===== config.mk =====
export PLATFORM = sky130hd
export DESIGN_NAME = uart_tx_arbiter
export DESIGN_NICKNAME = d
export VERILOG_FILES = /design/src/rtl/uart_pkg.sv /design/src/rtl/rr_arbiter.sv /design/src/rtl/uart_tx_arbiter.sv
export SDC_FILE = /design/constraint.sdc
export NUM_CORES = 1
export LEC_CHECK = 0
export CAP_MARGIN = 15
export CORE_MARGIN = 2
export CORE_UTILIZATION = 28
export DETAILED_ROUTE_END_ITERATION = 8
export GPL_ROUTABILITY_DRIVEN = 0
export HOLD_SLACK_MARGIN = 0.15
export PLACE_DENSITY = 0.67
export SLEW_MARGIN = 20
export SYNTH_ARGS = -nofsm -noshare
export SYNTH_HDL_FRONTEND = slang
export SYNTH_SLANG_ARGS = --single-unit

===== constraint.sdc =====
create_clock -name clk -period 1.55 [get_ports clk]
set_input_delay 0.155 -clock clk [delete_from_list [all_inputs] [get_ports clk]]
set_output_delay 0.155 -clock clk [all_outputs]
set_load 0.02 [all_outputs]

===== src/rtl/uart_pkg.sv =====
// uart_pkg: shared FSM encoding and defaults for the UART TX arbiter
package uart_pkg;
    localparam int DEF_DATA_BITS = 8;
    typedef enum logic [1:0] {
        IDLE      = 2'd0,
        ISSUE     = 2'd1,
        WAIT_BUSY = 2'd2,
        WAIT_DONE = 2'd3
    } arb_state_t;
endpackage


===== src/rtl/rr_arbiter.sv =====
// rr_arbiter: combinational round-robin pick, first set req at or above ptr with wrap
// Ports: req (request vector), ptr (search start), gnt_onehot / gnt_idx (winner), any (some req set)
module rr_arbiter #(
    parameter int NUM_REQ = 4
) (
    input  logic [NUM_REQ-1:0]         req,
    input  logic [$clog2(NUM_REQ)-1:0] ptr,
    output logic [NUM_REQ-1:0]         gnt_onehot,
    output logic [$clog2(NUM_REQ)-1:0] gnt_idx,
    output logic                       any
);
    localparam int IW = $clog2(NUM_REQ);
    logic [IW-1:0] idx;
    always_comb begin
        gnt_idx = '0;
        idx = '0;
        for (int k = NUM_REQ - 1; k >= 0; k--) begin
            idx = IW'((int'(ptr) + k) % NUM_REQ);
            if (req[idx]) gnt_idx = idx;
        end
        any = |req;
        gnt_onehot = any ? (NUM_REQ'(1) << gnt_idx) : '0;
    end
endmodule


===== src/rtl/uart_tx_arbiter.sv =====
// uart_tx_arbiter: round-robin sharing of one UART transmitter among NUM_REQ byte producers
// Ports: req_valid/req_data/req_ready (producers), tx_ready/tx_valid/tx_data (transmitter),
//        grant_id, busy, frame_done, ack_err (status, all registered)
module uart_tx_arbiter
    import uart_pkg::*;
#(
    parameter int NUM_REQ     = 4,
    parameter int DATA_BITS   = DEF_DATA_BITS,
    parameter int ACK_TIMEOUT = 4
) (
    input  logic                           clk,
    input  logic                           reset,
    input  logic [NUM_REQ-1:0]             req_valid,
    input  logic [NUM_REQ*DATA_BITS-1:0]   req_data,
    output logic [NUM_REQ-1:0]             req_ready,
    input  logic                           tx_ready,
    output logic                           tx_valid,
    output logic [DATA_BITS-1:0]           tx_data,
    output logic [$clog2(NUM_REQ)-1:0]     grant_id,
    output logic                           busy,
    output logic                           frame_done,
    output logic                           ack_err
);
    localparam int IW = $clog2(NUM_REQ);
    localparam int CW = $clog2(ACK_TIMEOUT + 1);
    arb_state_t state_q, state_d;
    logic [IW-1:0] rr_ptr_q, rr_ptr_d, grant_id_q, grant_id_d, gnt_idx, next_ptr;
    logic [CW-1:0] cnt_q, cnt_d;
    logic [DATA_BITS-1:0] tx_data_q, tx_data_d;
    logic [NUM_REQ-1:0] req_ready_q, req_ready_d, gnt_onehot;
    logic tx_valid_q, tx_valid_d, busy_q, busy_d, frame_done_q, frame_done_d, ack_err_q, ack_err_d, any;
    rr_arbiter #(.NUM_REQ(NUM_REQ)) u_rr (
        .req        (req_valid),
        .ptr        (rr_ptr_q),
        .gnt_onehot (gnt_onehot),
        .gnt_idx    (gnt_idx),
        .any        (any)
    );
    assign next_ptr = (grant_id_q == IW'(NUM_REQ - 1)) ? '0 : grant_id_q + IW'(1);
    always_comb begin
        state_d      = state_q;
        rr_ptr_d     = rr_ptr_q;
        cnt_d        = cnt_q;
        tx_data_d    = tx_data_q;
        grant_id_d   = grant_id_q;
        tx_valid_d   = 1'b0;
        req_ready_d  = '0;
        frame_done_d = 1'b0;
        ack_err_d    = 1'b0;
        case (state_q)
            IDLE: if (any && tx_ready) begin
                state_d     = ISSUE;
                tx_data_d   = req_data[gnt_idx*DATA_BITS +: DATA_BITS];
                tx_valid_d  = 1'b1;
                req_ready_d = gnt_onehot;
                grant_id_d  = gnt_idx;
            end
            ISSUE: begin
                state_d = WAIT_BUSY;
                cnt_d   = '0;
            end
            WAIT_BUSY: if (!tx_ready) begin
                state_d = WAIT_DONE;
            end else if (cnt_q == CW'(ACK_TIMEOUT - 1)) begin
                // The byte was already acknowledged to its producer, so it is dropped, not retried.
                ack_err_d = 1'b1;
                rr_ptr_d  = next_ptr;
                state_d   = IDLE;
            end else begin
                cnt_d = cnt_q + CW'(1);
            end
            WAIT_DONE: if (tx_ready) begin
                frame_done_d = 1'b1;
                rr_ptr_d     = next_ptr;
                state_d      = IDLE;
            end
            default: state_d = IDLE;
        endcase
        busy_d = state_d != IDLE;
    end
    always_ff @(posedge clk or posedge reset) begin
        if (reset) begin
            state_q      <= IDLE;
            rr_ptr_q     <= '0;
            cnt_q        <= '0;
            tx_data_q    <= '0;
            grant_id_q   <= '0;
            tx_valid_q   <= 1'b0;
            req_ready_q  <= '0;
            busy_q       <= 1'b0;
            frame_done_q <= 1'b0;
            ack_err_q    <= 1'b0;
        end else begin
            state_q      <= state_d;
            rr_ptr_q     <= rr_ptr_d;
            cnt_q        <= cnt_d;
            tx_data_q    <= tx_data_d;
            grant_id_q   <= grant_id_d;
            tx_valid_q   <= tx_valid_d;
            req_ready_q  <= req_ready_d;
            busy_q       <= busy_d;
            frame_done_q <= frame_done_d;
            ack_err_q    <= ack_err_d;
        end
    end
    assign req_ready  = req_ready_q;
    assign tx_valid   = tx_valid_q;
    assign tx_data    = tx_data_q;
    assign grant_id   = grant_id_q;
    assign busy       = busy_q;
    assign frame_done = frame_done_q;
    assign ack_err    = ack_err_q;
endmodule


* Word-level counts from Yosys, hierarchy flattened
Cells that the tools add are included.
** Storage, ports and cells
- Register bits :: 25
- Input bits :: 39
** Operators by class
- $add $sub $neg :: 5
- $lt $le $gt $ge :: 4
- Equality and inequality tests :: 9
- Shifts and indexed selects :: 2
- Muxes and demuxes :: 35
- Reductions and logical operators :: 9
** Operators by type and width (number)
- $shiftx A32 B6 Y8 :: 1
- $mux W2 :: 12
- $lt A2 B3 Y1 const B :: 4
- $mux W4 :: 3
- $mux W1 :: 11
- $bmux W1 S2 :: 4
- $ne A2 B2 Y1 const B :: 4
- $pmux W2 S4 :: 1
- $eq A2 B2 Y1 const B :: 3
- $mux W3 :: 2
- $pmux W3 S2 :: 1
- $reduce_bool A2 Y1 :: 3
- $add A2 B1 Y2 const B :: 2
- $add A2 B2 Y2 const B :: 2
- $pmux W2 S2 :: 1
- $reduce_and A4 Y1 :: 1
- $reduce_or A4 Y1 :: 1
- $shl A1 B2 Y4 const A :: 1
- $add A3 B1 Y3 const B :: 1
- $eq A3 B2 Y1 const B :: 1
- $reduce_and A3 Y1 :: 1
- $eq A2 B1 Y1 const B :: 1
- $logic_not A2 Y1 :: 1
- $reduce_and A2 Y1 :: 1
- $logic_and A1 B1 Y1 :: 1

* Depth between registers and ports, before layout
Gate-level depths: netlist of run 1.
- Word-level depth :: 11
- Mapped depth :: 7
- Depth with buffers taken out :: 7

* By module
Synthesis of run 1 repeated with hierarchy kept, for this count alone.
** Unflattened totals
- Cells, all modules :: 117
- Area, all modules :: 1460.2 µm²
** By module, submodules not included
- uart_tx_arbiter :: times used 1, cells an instance 84, area each 1248.7 µm², seq. area each 625.6 µm²
- rr_arbiter :: times used 1, cells an instance 33, area each 211.5 µm², seq. area each 0.0 µm²

* Worst setup path after synthesis of run 1
Ideal clock, no wire load.
- Path kind :: reg-to-reg
- Start :: register cnt_q[0]
- End :: register rr_ptr_q[1]
- Data arrival time :: 1.483 ns
- Setup slack :: -0.058 ns
- Stages on the path, launching flop included :: 6
- Path buffers :: 0
- Clock period less this slack :: 1.608 ns
- Cell sequence :: dfrtp_1 -> ha_1 -> ha_1 -> and4b_1 -> nor2_1 -> mux2_2
** Between the ends
- Longest elaborated chain between the ends :: 3
** RTL lines
- start, declared :: RTL line uart_tx_arbiter.sv:28 : logic [CW-1:0] cnt_q, cnt_d;
- start signal, assigned :: RTL line uart_tx_arbiter.sv:96 : cnt_q <= cnt_d;
- $eq A3 B2 Y1 :: RTL line uart_tx_arbiter.sv:64 : end else if (cnt_q == CW'(ACK_TIMEOUT - 1)) begin
- $ne A2 B2 Y1 (no line)
- $reduce_and A4 Y1 (no line)
- end signal, assigned :: RTL line uart_tx_arbiter.sv:95 : rr_ptr_q <= rr_ptr_d;
- end, declared :: RTL line uart_tx_arbiter.sv:27 : logic [IW-1:0] rr_ptr_q, rr_ptr_d, grant_id_q, grant_id_d, gnt_idx, next_ptr;
No other way between the ends.
A chain may end at the register's enable or synchronous reset.

* Worst setup path after layout of run 1
- Start :: input port req_valid[3]
- End :: register grant_id_q[0], in the netlist grant_id[0]
** Between the ends
- Longest elaborated chain between the ends :: 6
- Elaborated cells between the ends (all ways) :: 15
- Classes of those cells :: 12 x mux; 3 x reduce/logical
** RTL lines
- start, declared :: RTL line uart_tx_arbiter.sv:13 : input logic [NUM_REQ-1:0] req_valid,
- $bmux W1 S2 :: RTL line rr_arbiter.sv:19 : if (req[idx]) gnt_idx = idx;
- $mux W1 (implied by the code) :: RTL line rr_arbiter.sv:19
- $mux W2 (4 in series) :: RTL line rr_arbiter.sv:19
- end signal, assigned :: RTL line uart_tx_arbiter.sv:98 : grant_id_q <= grant_id_d;
- end, declared :: RTL line uart_tx_arbiter.sv:27
Parallel ways exist; a longest one is shown, timed or not. The select of a mux whose other input is x is not followed.

==> results of run 1 <==
[cell usage after synthesis, types with 2 or more instances]
master     n  area share [%]
dfrtp_1   25              47
mux2i_1   16              12
nand2_1   15             4.3
o221ai_2   8             9.1
inv_1      5             1.4
nor2_1     5             1.4
a21oi_1    4             1.5
nor3_1     4             1.5
o21ai_0    4             1.5
ha_1       3             2.8
and3_2     2             1.1
mux2_2     2             1.7
nand2b_1   2            0.95
[power breakdown]
group	internal (mW)	total [mW]	switching [mW]
combinational	1.01	1.91	0.902
sequential	0.879	1.03	0.152
clock	0.182	0.386	0.205
[worst reg2reg max path, stage by stage (launching register included)]
cell      delay (ns)
dfrtp_1         0.36
buf_4           0.12
o221ai_1        0.19
a21oi_4         0.26
buf_12          0.19
mux2i_2         0.26
o221ai_2        0.12
[kinds of logic (layout without fill, tap and decap cells)]
group | Yosys count | count (layout) | share of synthesized area (%)
buf+inv | 10 | 88 | 4.17
simple gates | 36 | 36 | 14.5
compound gates | 24 | 24 | 17.2
mux | 18 | 18 | 13.9
flops | 25 | 25 | 47.4
fa+ha+maj | 3 | 3 | 2.85
[flip-flops by register name (all words and copies together), names as in the netlist]
signal      cells
tx_data         8
req_ready       4
cnt_q           3
grant_id        2
rr_ptr_q        2
state_q         2
ack_err         1
busy            1
frame_done      1
tx_valid        1
[metrics by stage]
step           utilization, %  power (mW)
2_1_floorplan               -        1.99
3_3_place_gp             46.4        2.66
3_5_place_dp             46.4        2.73
4_1_cts                  48.3        3.20
5_1_grt                  50.1        3.56
6_report                 50.1        3.33
[per-layer routing]
metal | GRT usage (%) | part of all wire, % | vias to the layer above
met1 | 16.8 | 41 | 574
met5 | 0 | 0 | -
met4 | 6.79 | 1.9 | 0
met2 | 24.2 | 52 | 42
li1 | - | - | 580
met3 | 2.62 | 5.1 | 6
[worst max-delay path by stage]
| stage | end | slack, ns | cells after the start | start |
|---|---|---|---|---|
| floorplan | rr_ptr_q[1] | 0.008 | 5 | cnt_q[0] |
| global placement | tx_data[3] | -0.35 | 7 | req_valid[1] |
| detailed placement | tx_data[4] | -0.42 | 7 | req_valid[1] |
| CTS | tx_data[7] | -0.07 | 6 | rr_ptr_q[0] |
| global route | tx_data[7] | -0.16 | 6 | rr_ptr_q[0] |
| finish | grant_id[0] | -0.07 | 5 | req_valid[3] |
[what timing repair did]
action,in CTS,in global routing
cloned,0,1
resized for setup,7,12
setup endpoints to repair,15,17
buffers inserted,2,1
pin swaps,6,7
[final cells by class]
| cell class | instances | area, sq um |
|---|---|---|
| Fill cell | 405 | 2220 |
| Timing Repair Buffer | 77 | 753 |
| Multi-Input combinational cell | 81 | 703 |
| Sequential cell | 25 | 627 |
| Tap cell | 52 | 65.1 |
| Clock buffer | 3 | 41.3 |
| Inverter | 7 | 31.3 |
| Clock inverter | 1 | 7.51 |
==> key figures, run 1 <==
Clock tree
  – CTS Sinks: 25
  – Worst-Skew Late Latency: 0.27 ns
  – CTS tree: yes
  – CTS buffer count: 3
  – Worst-path clk slew: 0.09 ns
  – Root buffer cell: clkbuf_8
  – Hold Buf Count CTS: 0
  – Clk buf depth: 2
  – Htree depth: 1

STA
  – Worst-Margin Slew: approximately 0.4 ns
  – Max-slew headroom: between 70% and 80%
  – Final Skew: slightly below 0.01 ns
  – Fin. Hold Viols: 0
  – Setup Viol. Count Final: 9
  – Tmin final: around 1.6 ns
  – Hold slack: approximately 0.23 ns
  – RSZ-0062 raised after global routing: yes
  – Max Slew Vio Count: 0
  – FMAX: 0.616 GHz
  – Crit share post-route: 105%
  – Fin worst setup slack: -0.0725 ns
  – Sum of negative setup slack: -0.504 ns

Drt
  – Vias per cell: 4.89
  – Routed len/inst: around 15 microns
  – TritonRoute pass-1 iters: 3
  – Vias: approximately 1200
  – Final ANT Viol Nets: 0
  – Drt total wl: 3.68 mm
  – Drt first-iter violations: 19
  – Detailed-route DRC error count: 0

Critical path
  – Crit path max fanout: 5
  – CP required: approximately 1.7 ns
  – R2r setup slk: -0.07 ns
  – Worst Path Arrival: approximately 1.8 ns
  – Worst Path Buf+Inv: 2
  – Kind of start point of the critical path: input pin
  – Critical Path End Type: flip-flop
  – Worst path slowest cell: or4b_4
  – Worst-path cell chain: clkdlybuf4s50_1 > nor4_1 > or4b_4 > clkinv_4 > mux2_2
  – R2R depth: 6
  – CP Class: input pin to flip-flop
  – Biggest cell delay along the critical path: between 0.5 and 0.6 ns
  – FF-to-FF End: tx_data[7]
  – CP delay by family, top: simple AND/OR/NAND/NOR gates
  – FF-to-FF Start: rr_ptr_q[0]

Placement
  – Place WS: -0.417 ns
  – Post-DP Area: between 2000 and 2500 sq um
  – Post-detail-place hpwl: approximately 2.8 mm
  – Cell total after placement: ~240
  – PortBufs: 56

GRT
  – Number of global-route vias before repair: ~1300
  – First-pass GRT wire length: about 6 mm
  – Total GRT Usage: 14.0%
  – Global route total overflow: 0
  – Initial antenna violation count: 0
  – Pin count of the biggest net entering global routing: 26

Job
  – Max Cap Viol: 0

Pwr
  – Peak VDD IR: ~0.00060 V
  – LEAKAGE: between 0.9 and 1 nW
  – Power per cell area: about 1500 nW/um^2

Status
  – Violated checks: setup timing
  – Status: finished with violations

Logic synthesis
  – Top FF cell, synth: dfrtp_1
  – Post-synth EDFFs: 0
  – Fraction of registers with async set or reset after synthesis: 100%
  – Syn. warnings: 0
  – Cells after Synth: 116
  – Sequential area share after synthesis: 47.4%
  – Syn Area/Cell: roughly 11 sq um
  – Synth cell types: 34
  – Synthesized Nets: around 160
  – Cell Area, Synth: about 1300 sq um
  – FF+latch count, synth: 25

Cells and area
  – Most frequent cells in the layout: 54 x clkdlybuf4s50_1, 24 x dfrtp_1, 17 x buf_4
  – Area growth syn-to-layout: 69.0%
  – Final nets: roughly 240
  – Fin area: about 2200 sq um
  – Antenna cell count: 0
  – Most common cell after layout, fill and taps aside: clkdlybuf4s50_1
  – Finished Layout Cells: between 200 and 250
  – Fraction of layout cells with a size suffix above 1: roughly 28%

Die
  – Die area: 5280 sq um
  – Core area: 4440 sq um
  – Initial Utilization: 29.7%
  – Die H: between 70 and 80 microns
  – # rows: 24
  – Boundary pin count: between 50 and 60
  – Die X: 72.6 microns

Hold path
  – Tightest Hold Check Type: input pin to async pin
(Power assumes the default switching activity.)
==> run 2: changes to the inputs <==
--- a/config.mk
+++ b/config.mk
@@ -12,7 +12,7 @@
 export GPL_ROUTABILITY_DRIVEN = 0
 export HOLD_SLACK_MARGIN = 0.15
 export PLACE_DENSITY = 0.67
-export SLEW_MARGIN = 20
+export SLEW_MARGIN = 10
 export SYNTH_ARGS = -nofsm -noshare
 export SYNTH_HDL_FRONTEND = slang
 export SYNTH_SLANG_ARGS = --single-unit
==> results of run 2 <==
No change in the layout: final DEF, timing and power equal those of run 1.
==> run 3: changes to the inputs <==
--- a/config.mk
+++ b/config.mk
@@ -7,11 +7,11 @@
 export LEC_CHECK = 0
 export CAP_MARGIN = 15
 export CORE_MARGIN = 2
-export CORE_UTILIZATION = 28
+export CORE_UTILIZATION = 38
 export DETAILED_ROUTE_END_ITERATION = 8
 export GPL_ROUTABILITY_DRIVEN = 0
 export HOLD_SLACK_MARGIN = 0.15
-export PLACE_DENSITY = 0.67
+export PLACE_DENSITY = 0.84
 export SLEW_MARGIN = 10
 export SYNTH_ARGS = -nofsm -noshare
 export SYNTH_HDL_FRONTEND = slang
==> run 3 against run 2 <==
Net effect: the flow still finishes with violations (setup timing); flip-flop and latch count did not move; cell count fell by 1.6%; global-route usage rose by 4.0 points; highest routed layer unchanged; clock skew fell by 0.0046 ns; core utilization rose by 16 points; via count rose by 1.7%; sequential share of layout area rose by 0.25 points.
==> key figures, run 3 (same netlist as run 1, synthesis figures left out) <==
Critical path
  – CP Class: flip-flop to flip-flop
  – Worst Path Arrival: about 1.8 ns
  – Worst path slowest cell: dfrtp_1
  – Biggest cell delay along the critical path: 0.45 ns
  – Crit path max fanout: 17
  – Kind of start point of the critical path: flip-flop
  – Worst-path cell chain: a211o_1 > a21oi_2 > buf_12 > mux2i_2 > o221ai_2
  – CP required: between 1.5 and 2 ns
  – Critical Path End Type: flip-flop

Cells and area
  – Area growth syn-to-layout: 67.2%
  – Filler Cell Count: 275
  – Most common cell after layout, fill and taps aside: clkdlybuf4s50_1
  – Largest register FFs: 8
  – Finished Layout Cells: ~240
  – Final nets: between 200 and 250
  – Most frequent cells in the layout: 49 x clkdlybuf4s50_1, 25 x dfrtp_1, 21 x buf_4
  – Antenna cell count: 0
  – Fraction of layout cells with a size suffix above 1: between 20% and 30%

STA
  – Max Slew Vio Count: 0
  – RSZ-0062 raised after global routing: yes
  – Hold slack: roughly 0.16 ns
  – Fin. Hold Viols: 0
  – Max-slew headroom: roughly 75%
  – Setup Viol. Count Final: 7
  – Crit share post-route: 103%
  – Tmin final: between 1.5 and 2 ns
  – FMAX: between 0.6 and 0.7 GHz
  – Final Skew: roughly 0.0050 ns
  – Fin worst setup slack: -0.0506 ns
  – Worst-Margin Slew: 0.368 ns

Pwr
  – Final Power: around 3.2 mW
  – Flop pwr share: a little under a third
  – Net Sw Frac: about two fifths
  – Peak VDD IR: 0.000791 V
  – Power per cell area: about 1400 nW/um^2
  – Cell Int Power: slightly below 2 mW
  – Combinational Power Share: 58.6%
  – LEAKAGE: between 1 and 1.5 nW
  – Clock share of power: 9.5%
  – P_sw: ~1.2 mW

Drt
  – Drt first-iter violations: 40
  – Drt total wl: between 3 and 4 mm
  – TritonRoute pass-1 iters: 4
  – Routed len/inst: 14.7 microns
  – Vias per cell: slightly above 5
  – Detailed-route DRC error count: 0
  – Vias: between 1000 and 1500
  – Final ANT Viol Nets: 0

Hold path
  – Tightest Hold Check Type: input pin to async pin

GRT
  – GR Util met1: a little over a fifth
  – Initial antenna violation count: 0
  – GR peak layer: met2
  – Grt met3 use: under 10%
  – Pin count of the biggest net entering global routing: 26
  – Met2 GRT Util: between 30% and 40%
  – Number of global-route vias before repair: 1264
  – Total GRT Usage: 18.1%
  – First-pass GRT wire length: about 5.7 mm
  – Global route total overflow: 0

Die
  – Die area: 3960 sq um
  – Die X: 62.9 microns
  – Die H: ~63 microns
  – # rows: 21
  – Boundary pin count: 57
  – Initial Utilization: around two fifths
  – Core area: between 3000 and 4000 sq um

Clock tree
  – CTS Sinks: 25
  – Htree depth: 1
  – Clk buf depth: 2
  – Root buffer cell: clkbuf_4
  – CTS buffer count: 3
  – Hold Buf Count CTS: 0
  – Worst-Skew Late Latency: ~0.33 ns
  – CTS tree: yes
  – Worst-path clk slew: roughly 0.14 ns

Status
  – Violated checks: setup timing
  – Status: finished with violations

Job
  – Max Cap Viol: 0

Placement
  – Cell total after placement: about 230
  – PortBufs: 56
  – Post-detail-place hpwl: roughly 2.6 mm
run 3: what timing repair did:
item	in CTS	in global routing
setup endpoints to repair	10	16
pin swaps	2	12
gates resized for setup	7	16
setup buffers	2	5
run 3: final timing paths:
kind / slack [ns] / from / to / cells past startpoint
worst max-delay path: -0.05 / rr_ptr_q[1] / tx_data[4] / 5
worst min register to register: 0.51 / tx_data[7] / tx_data[7] / 2
worst max register to register: -0.05 / rr_ptr_q[1] / tx_data[4] / 5
max in group asynchronous: 1.15 / reset / cnt_q[2] / 3
worst min-delay path: 0.16 / reset / tx_data[0] / 3
min in group clk: 0.43 / req_valid[2] / req_ready[0] / 4
run 3: layout make-up:
type	instances	area, sq um	share of cell area, %
Timing Repair Buffer	79	763	34.6
Multi-Input combinational cell	81	694	31.5
Sequential cell	25	626	28.4
Tap cell	46	57.6	2.61
Inverter	7	33.8	1.53
Clock buffer	3	22.5	1.02
Clock inverter	1	7.51	0.341
run 3: through the flow:
stage          setup slack [ns]  instance area [sq um]  TNS, ns  util, %
2_1_floorplan           0.00816                   1320        0        -
3_3_place_gp             -0.320                   2050    -4.30     61.4
3_5_place_dp             -0.382                   2050    -5.06     61.4
4_1_cts                 -0.0400                   2110   -0.173     63.4
5_1_grt                  -0.132                   2200   -0.909     66.1
6_report                -0.0506                   2200   -0.204     66.1
run 3: worst max-delay path: cells and delay by family, from the launching register on:
family / cells / cell delay (ns)
DFF: 1 / 0.45
muxes: 1 / 0.26
buffers and inverters: 1 / 0.19
AOI/OAI and AO/OA: 3 / 0.57
run 3: power by group through the flow:
| stage | Sequential, mW | Clock, mW | Combinational, mW |
|---|---|---|---|
| finish | 1.02 | 0.302 | 1.87 |
| floorplan | 1.21 | 0 | 0.782 |
| detailed placement | 1.02 | 0 | 1.69 |
| global route | 1.04 | 0.348 | 2.02 |
| CTS | 1.01 | 0.318 | 1.76 |
| global placement | 1.01 | 0 | 1.63 |
run 3: routing by layer:
| layer | vias to the layer above | routed length, microns | share of wire, % |
|---|---|---|---|
| met2 | 28 | 2010 | 56 |
| met4 | 0 | 26 | 0.73 |
| met1 | 606 | 1400 | 39 |
| met5 | - | 0 | 0 |
| met3 | 2 | 126 | 3.5 |
| li1 | 586 | - | - |
